### src/rtl/booth_seq_divider.sv
// booth_seq_divider: sequential signed divider, one quotient bit per clock.
// Restoring division on operand magnitudes, followed by a single sign-fix cycle.
// Quotient truncates toward zero; the remainder takes the sign of the dividend.
// Optional feature: define DIV_OVF_FLAG_EN to add the 'ovf' output, which flags
// the one overflowing case, -2^(WIDTH-1) / -1.
module booth_seq_divider #(
    parameter int WIDTH = 4
) (
    input  logic             clk,
    input  logic             rst,
    input  logic             start,
    input  logic [WIDTH-1:0] dividend,
    input  logic [WIDTH-1:0] divisor,
    output logic             busy,
    output logic             done,
    output logic [WIDTH-1:0] quotient,
    output logic [WIDTH-1:0] remainder,
    output logic             div_by_zero
`ifdef DIV_OVF_FLAG_EN
    ,
    output logic             ovf
`endif
);

    localparam int CW = (WIDTH > 2) ? $clog2(WIDTH) : 1;

    typedef enum logic [1:0] {IDLE, CALC, SIGN, DONE} state_t;

    state_t           state, state_nxt;
    logic [CW-1:0]    cnt;
    logic [WIDTH-1:0] q_reg;      // holds |dividend| initially, quotient bits shift in
    logic [WIDTH-1:0] rem_reg;    // partial remainder, always < |divisor|
    logic [WIDTH:0]   dmag;       // |divisor|, one extra bit so -2^(W-1) is exact
    logic             sign_q;
    logic             sign_r;
    logic             accept;
    logic             dz;
    logic [WIDTH-1:0] a_abs;
    logic [WIDTH-1:0] b_abs;
    logic [WIDTH:0]   trial;
    logic             take;
`ifdef DIV_OVF_FLAG_EN
    logic             ovf_pend;
`endif

    // A new request is taken in IDLE and also in DONE, allowing back-to-back operations.
    assign accept = start && ((state == IDLE) || (state == DONE));
    assign dz     = (divisor == '0);

    // Unsigned magnitudes; -2^(W-1) maps to 2^(W-1), which still fits in W unsigned bits.
    assign a_abs  = dividend[WIDTH-1] ? (~dividend + WIDTH'(1)) : dividend;
    assign b_abs  = divisor[WIDTH-1]  ? (~divisor  + WIDTH'(1)) : divisor;

    // Shifted partial remainder for this step, and whether the divisor fits into it.
    assign trial  = {rem_reg, q_reg[WIDTH-1]};
    assign take   = (trial >= dmag);

    // State register.
    always_ff @(posedge clk or posedge rst) begin
        if (rst) state <= IDLE;
        else     state <= state_nxt;
    end

    // Next-state logic and the busy/done status outputs.
    always_comb begin
        state_nxt = state;
        busy      = 1'b0;
        done      = 1'b0;
        case (state)
            IDLE: begin
                if (accept) state_nxt = dz ? DONE : CALC;
            end
            CALC: begin
                busy = 1'b1;
                if (cnt == '0) state_nxt = SIGN;
            end
            SIGN: begin
                busy      = 1'b1;
                state_nxt = DONE;
            end
            DONE: begin
                done = 1'b1;
                if (accept) state_nxt = dz ? DONE : CALC;
                else        state_nxt = IDLE;
            end
            default: state_nxt = IDLE;
        endcase
    end

    // Datapath: latch operands on accept, one restoring step per CALC cycle,
    // then sign-fix into the result registers on the way into DONE.
    always_ff @(posedge clk or posedge rst) begin
        if (rst) begin
            cnt         <= '0;
            q_reg       <= '0;
            rem_reg     <= '0;
            dmag        <= '0;
            sign_q      <= 1'b0;
            sign_r      <= 1'b0;
            quotient    <= '0;
            remainder   <= '0;
            div_by_zero <= 1'b0;
`ifdef DIV_OVF_FLAG_EN
            ovf         <= 1'b0;
            ovf_pend    <= 1'b0;
`endif
        end else if (accept) begin
            sign_q  <= dividend[WIDTH-1] ^ divisor[WIDTH-1];
            sign_r  <= dividend[WIDTH-1];
            q_reg   <= a_abs;
            rem_reg <= '0;
            dmag    <= {1'b0, b_abs};
            cnt     <= CW'(WIDTH - 1);
`ifdef DIV_OVF_FLAG_EN
            ovf      <= 1'b0;
            ovf_pend <= (dividend == {1'b1, {(WIDTH-1){1'b0}}}) && (divisor == '1);
`endif
            // Divide by zero skips CALC/SIGN and publishes results straight away.
            if (dz) begin
                quotient    <= '1;
                remainder   <= dividend;
                div_by_zero <= 1'b1;
            end
        end else if (state == CALC) begin
            rem_reg <= take ? WIDTH'(trial - dmag) : trial[WIDTH-1:0];
            q_reg   <= {q_reg[WIDTH-2:0], take};
            cnt     <= cnt - 1'b1;
        end else if (state == SIGN) begin
            // Negation wraps naturally, so -2^(W-1) / -1 yields -2^(W-1).
            quotient    <= sign_q ? -q_reg : q_reg;
            remainder   <= sign_r ? -rem_reg : rem_reg;
            div_by_zero <= 1'b0;
`ifdef DIV_OVF_FLAG_EN
            ovf         <= ovf_pend;
`endif
        end
    end

endmodule

### config.mk
export PLATFORM = sky130hd
export DESIGN_NAME = booth_seq_divider
export DESIGN_NICKNAME = d
export VERILOG_FILES = /design/src/rtl/booth_seq_divider.sv
export SDC_FILE = /design/constraint.sdc
export NUM_CORES = 1
export LEC_CHECK = 0
export BUFFER_PORTS_ARGS = -buffer_cell sky130_fd_sc_hd__buf_4
export CAP_MARGIN = 0
export CORE_MARGIN = 4
export CORE_UTILIZATION = 51
export DETAILED_ROUTE_END_ITERATION = 12
export PLACE_DENSITY = 0.8
export SETUP_SLACK_MARGIN = 0.1
export SLEW_MARGIN = 20
export SYNTH_ARGS = -nofsm -noshare
export SYNTH_HDL_FRONTEND = slang
export SYNTH_SLANG_ARGS = --single-unit
### constraint.sdc
create_clock -name clk -period 1.8 [get_ports clk]
set_input_delay 0.45 -clock clk [delete_from_list [all_inputs] [get_ports clk]]
set_output_delay 0.45 -clock clk [all_outputs]
set_load 0.05 [all_outputs]
==> metrics.md, run 1 <==
| Metric | Value |
|---|---|
| CP arrival | `2.06 ns` |
| Largest net degree at the start of global routing | `28` |
| Number of antenna diodes | `0` |
| Mapped Cells | `189` |
| Pre-CTS setup slack | `0.0234 ns` |
| Starting density of the core | `54.3%` |
| Main synth FF type | `dfrtp_1` |
| Final worst slack | `-0.0197 ns` |
| Slew @ Worst Pin | `0.401 ns` |
| Clock Skew | `0.00243 ns` |
| Post-route setup TNS | `-0.0197 ns` |
| IO buf count | `21` |
| CTS Hold Bufs | `0` |
| Startpoint types | `register` |
| Worst Setup Path Type | `reg2reg` |
| Fill cells | `240` |
| CTS Buf Count | `3` |
| Dpl hpwl | `2700 um` |
| Drt total wl | `4060 um` |
| Reg2Reg Depth | `7` |
| I/O Pins | `22` |
| Tmin final | `1.82 ns` |
| Post-DR wirelength/cell | `14.8 um` |
| Synth warnings | `0` |
| Layout cells sized above 1 | `35.1%` |
| CTS tree | `built` |
| Most frequent cells after synthesis | `dfrtp_1, inv_1, nand2_1` |
| CP required | `2.04 ns` |
| # rows | `20` |
| Final Setup Violations | `1` |
| Avg Cell Area, Syn | `8.92 sq um` |
| Most common cell in the netlist | `dfrtp_1` |
| GR Util All Layers | `20.0%` |
| Yosys reg bits | `27` |
| FMAX | `0.550 GHz` |
| Post-DRT Antenna Nets | `0` |
| EDFF count, synth | `0` |
| Die Wd | `65.5 um` |
| Failing checks | `setup timing` |
| Final GP Congestion | `0.834` |
| Synth area leaders | `dfrtp_1, ha_1, inv_1, nand2_1, mux2i_1` |
| Number of global-route vias before repair | `1434` |
| Synthesized cell area | `1690 sq um` |
| Clock sink count | `27` |
| Number of library cell types mapped by synthesis | `39` |
| Total number of vias | `1488` |
| Htree depth | `1` |
| Initial antenna violation count | `0` |
| Maxcap violations | `0` |
| Period utilization | `101%` |
| Pins over their slew limit | `0` |
| Max Buffers Root-to-Sink | `2` |
| Post-Syn Nets | `214` |
| First-pass GRT wire length | `6620 um` |
| Worst-path clk slew | `0.14 ns` |
| Seq/Total Area, Yosys | `40.1%` |
| Worst Setup End Kind | `register` |
| 1st-pass router iterations | `7` |
| FFs w/ async S/R, synth | `100%` |
| 1st-iter DRT viols | `58` |
| Congestion Overflow GR | `0` |
| Dominant cell type by area after synthesis | `dfrtp_1` |
| Status | `finished, violations left` |
| DRC Markers | `0` |
| Slew Limit Headroom | `73.0%` |
| Hold Path Class | `in2async` |
| Post-synth top area share | `40.1%` |
| Die Y | `65.5 um` |
| Core box area | `3100 sq um` |
| CP max FO | `3` |
| Clk root buf | `clkbuf_4` |
| RSZ-0062 raised after global routing | `true` |
| Reg-to-Reg Start | `dmag[2]` |
| Crit Reg-Reg Endpoint | `rem_reg[0]` |
| Die area | `4290 sq um` |
| Nets | `257` |
| Clock Latency Late Sink | `0.33 ns` |
| Final hold vios | `0` |
| Vias per Instance | `5.41` |
| Area growth, synth to finish | `36.1%` |
| Worst reg-to-reg setup slack | `-0.02 ns` |
## how the worst max path moves through the flow
stage          startpoint          to  slack, ns  depth (start not counted)
2_1_floorplan  rem_reg[1]  rem_reg[0]       0.04                          6
3_3_place_gp     q_reg[3]    q_reg[0]       0.05                          7
3_5_place_dp      dmag[2]  rem_reg[0]       0.02                          7
4_1_cts           dmag[2]  rem_reg[0]       0.02                          7
5_1_grt           dmag[2]  rem_reg[0]      -0.12                          7
6_report          dmag[2]  rem_reg[0]      -0.02                          7
## routing by layer
metal,global-route usage [%],vias to the layer above,share of wire (%),wire length [um]
met2,34.4,40,50,2010
met4,5.44,0,1.1,43
met5,0,-,0,0
met1,25.7,714,45,1810
met3,3.76,4,4.9,197
li1,-,730,-,-
## critical path, cell delays in order, from the launching register on
cell and delay (ns):
dfrtp_1 0.37, inv_1 0.05, ha_2 0.18, or4_4 0.52
a21oi_4 0.19, nor3_4 0.07, mux2i_1 0.15, a22o_1 0.19
## repair_timing
item | in CTS | in global routing
gates cloned | 0 | 0
pin swaps | 4 | 10
buffers inserted | 4 | 5
endpoints found under the setup margin | 10 | 13
resized for setup | 17 | 23
## final cells by class
type,count,area (sq um),area share (%)
Clock buffer,3,22.5,0.982
Inverter,22,82.6,3.60
Timing Repair Buffer,45,379,16.5
Tap cell,44,55.1,2.40
Multi-Input combinational cell,133,1070,46.8
Clock inverter,1,5.00,0.218
Sequential cell,27,676,29.5
## cells in the final DEF, fill, tap and decap left out, types with 3 or more instances in the layout
master    Yosys  routed
nor2_1       14      10
dfrtp_1      27      27
nor3_1        7       5
nor2_4        0       3
a21oi_1       8       7
buf_6         0       5
ha_1         13       8
a31oi_1       4       4
o21ai_0       9       9
ha_4          0       3
clkbuf_4      0       3
inv_1        22      19
xnor2_1       7       7
nor2b_1       4       3
buf_4         0      37
o21ai_1       5       5
mux2_4        0       3
buf_8         0       3
inv_2         0       3
nand2_1      22      21
mux2i_1       8       8
## stage by stage
step | hold slack [ns] | instances | instance area [sq um] | utilization, %
after CTS | 0.187 | 270 | 2150 | 69.2
after floorplan | 0.450 | 189 | 1730 | -
after global placement | 0.461 | 262 | 2020 | 65.1
final | 0.172 | 275 | 2290 | 73.9
after global routing | 0.205 | 275 | 2290 | 73.9
after detailed placement | 0.476 | 262 | 2020 | 65.1
## cells by family after synthesis
kind of cell,count (synthesis),share of synthesized area (%)
muxes,11,6.76
and+or+nand+nor,60,16.9
buffers and inverters,29,6.61
xor gates and xnor gates,9,4.68
DFF,27,40.1
AOI/OAI and AO/OA,39,14.1
adders and majority gates,14,10.8
Power of run 1 is left out: the tool's default activity adds up to more than one toggle a clock period on the data nets, which glitch-free logic cannot reach.
==> run 2: changes to the inputs <==
--- a/config.mk
+++ b/config.mk
@@ -11,6 +11,7 @@
 export CORE_UTILIZATION = 51
 export DETAILED_ROUTE_END_ITERATION = 12
 export PLACE_DENSITY = 0.8
+export REMOVE_ABC_BUFFERS = 1
 export SETUP_SLACK_MARGIN = 0.1
 export SLEW_MARGIN = 20
 export SYNTH_ARGS = -nofsm -noshare
==> run 2 against run 1 <==
  * The run now ends clean
  * Clock-buffer cell count up 1
  * Global-route usage decreased by 0.95 points
  * Final cell count shrank 1.1%
  * Cell area shrank 0.98%
  * Routed wire length rose by 0.52%
  * Non-clock buffer count shrank 3
  * Sequential share of layout area is 0.29 points higher
  * Via count is 0.94% lower
  * Register-to-register slack improved by 0.04 ns
==> metrics.md, run 2 (same netlist as run 1, synthesis figures left out) <==
| Metric | Value |
|---|---|
| Status | `finished, final reports clean` |
| Worst reg-to-reg setup slack | `0.02 ns (+0.04 ns)` |
| Largest net degree at the start of global routing | `28 (unchanged)` |
| CTS Hold Bufs | `0 (unchanged)` |
| Die Y | `65.5 um (unchanged)` |
| Reg2Reg Depth | `7 (unchanged)` |
| Total number of vias | `1474 (-0.94%)` |
| Vias per Instance | `5.42 (+0.15%)` |
| Pre-CTS setup slack | `0.00985 ns (-0.0135 ns)` |
| Max Buffers Root-to-Sink | `2 (unchanged)` |
| Clock sink count | `27 (unchanged)` |
| Most frequent cells in the layout | `buf_4, dfrtp_1, nand2_1` |
| First-pass GRT wire length | `6420 um (-3.0%)` |
| Crit Reg-Reg Endpoint | `rem_reg[0]` |
| Reg-to-Reg Start | `dmag[2]` |
| Post-DRT Antenna Nets | `0 (unchanged)` |
| IO buf count | `21 (unchanged)` |
| 1st-iter DRT viols | `87 (+50%)` |
| Maxcap violations | `0 (unchanged)` |
| Core box area | `3100 sq um (unchanged)` |
| CTS tree | `built` |
| Register Area | `676 sq um (unchanged)` |
| Area growth, synth to finish | `34.7%` |
| # rows | `20 (unchanged)` |
| Worst Setup Path Type | `reg2reg` |
| Clock Skew | `0.00674 ns (+0.00430 ns)` |
| Period utilization | `98.7% (-2.4 points)` |
| Post-DR wirelength/cell | `15.0 um (+1.6%)` |
| Initial antenna violation count | `0 (unchanged)` |
| CP max FO | `3 (unchanged)` |
| Hold Path Class | `in2async` |
| Worst Setup End Kind | `register` |
| Final hold vios | `0 (unchanged)` |
| Dpl hpwl | `2750 um (+1.9%)` |
| GR Util All Layers | `19.1% (-0.95 points)` |
| FMAX | `0.563 GHz (+2.4%)` |
| Number of antenna diodes | `0 (unchanged)` |
| Congestion Overflow GR | `0 (unchanged)` |
| Area of the multi-input gates | `1060 sq um (-1.2%)` |
| CP arrival | `2.01 ns (-0.05 ns)` |
| Final GP Congestion | `0.790 (-5.2%)` |
| CTS Buf Count | `3 (unchanged)` |
| Slew @ Worst Pin | `0.421 ns (+0.0193 ns)` |
| Number of global-route vias before repair | `1439 (+0.35%)` |
| Drt total wl | `4080 um (+0.52%)` |
| Worst-path clk slew | `0.15 ns (about the same)` |
| DRC Markers | `0 (unchanged)` |
| Final worst slack | `0.0226 ns (+0.0423 ns)` |
| CP startpoint | `dmag[2]` |
| Startpoint types | `register` |
| Most common cell after layout, fill and taps aside | `buf_4` |
| Slew Limit Headroom | `71.7% (-1.3 points)` |
| CP required | `2.04 ns (about the same)` |
| Final Setup Violations | `0 (-1)` |
| CP endpoint | `rem_reg[0]` |
| Clk root buf | `clkbuf_4` |
| Clock Latency Late Sink | `0.33 ns (about the same)` |
| 1st-pass router iterations | `4 (-3)` |
| Nets | `254 (-1.2%)` |
| Starting density of the core | `54.3% (unchanged)` |
| I/O Pins | `22 (unchanged)` |
| Htree depth | `1 (unchanged)` |
| Layout cells sized above 1 | `34.2% (-0.85 points)` |
| Fill cells | `242 (+0.83%)` |
| RSZ-0062 raised after global routing | `true` |
| Die area | `4290 sq um (unchanged)` |
| Die Wd | `65.5 um (unchanged)` |
| Tmin final | `1.78 ns (-0.0423 ns)` |
| Pins over their slew limit | `0 (unchanged)` |
[run 2: critical path: stages (launching register included)]
cell and delay, ns:
dfrtp_1 0.38, inv_1 0.05, ha_2 0.16, or4_4 0.52
a21oi_4 0.19, nor3_4 0.07, mux2i_1 0.13, a22o_1 0.18
[run 2: per-layer routing]
layer	vias to the layer above	GRT usage [%]	share of wire, %
met3	4	2.56	5.1
met1	701	24.6	44
met5	-	0	0
met4	0	5.18	0.78
met2	47	33.4	50
li1	722	-	-
[run 2: stage by stage]
step	std cells	setup TNS (ns)	hold WS (ns)	util, %	area, sq um
after floorplan	182	-10.20	0.450	-	1660
after global placement	263	0	0.465	64.5	2000
after detailed placement	263	0	0.474	64.5	2000
after CTS	268	0	0.164	68.5	2130
after global routing	272	-0.103	0.204	73.2	2270
final	272	0	0.154	73.2	2270
[run 2: how the worst min path moves through the flow]
stage,to,slack [ns]
detailed placement,dmag[1],0.47
global route,dmag[1],0.20
CTS,dmag[1],0.16
floorplan,dmag[1],0.45
global placement,dmag[2],0.47
finish,cnt[0],0.15
[run 2: what timing repair did]
item	in CTS	in global routing
gates resized for setup	21	28
endpoints found under the setup margin	14	16
buffers inserted	1	4
pin swaps	9	9
[run 2: cell type report]
cell class | count | share of cell area (%)
inverter | 22 | 3.64
clock buffer | 4 | 1.16
sequential | 27 | 29.8
multi-input combinational | 133 | 46.7
timing repair buffer | 42 | 16.3
tap | 44 | 2.42
Power of run 2 is left out for the same reason.
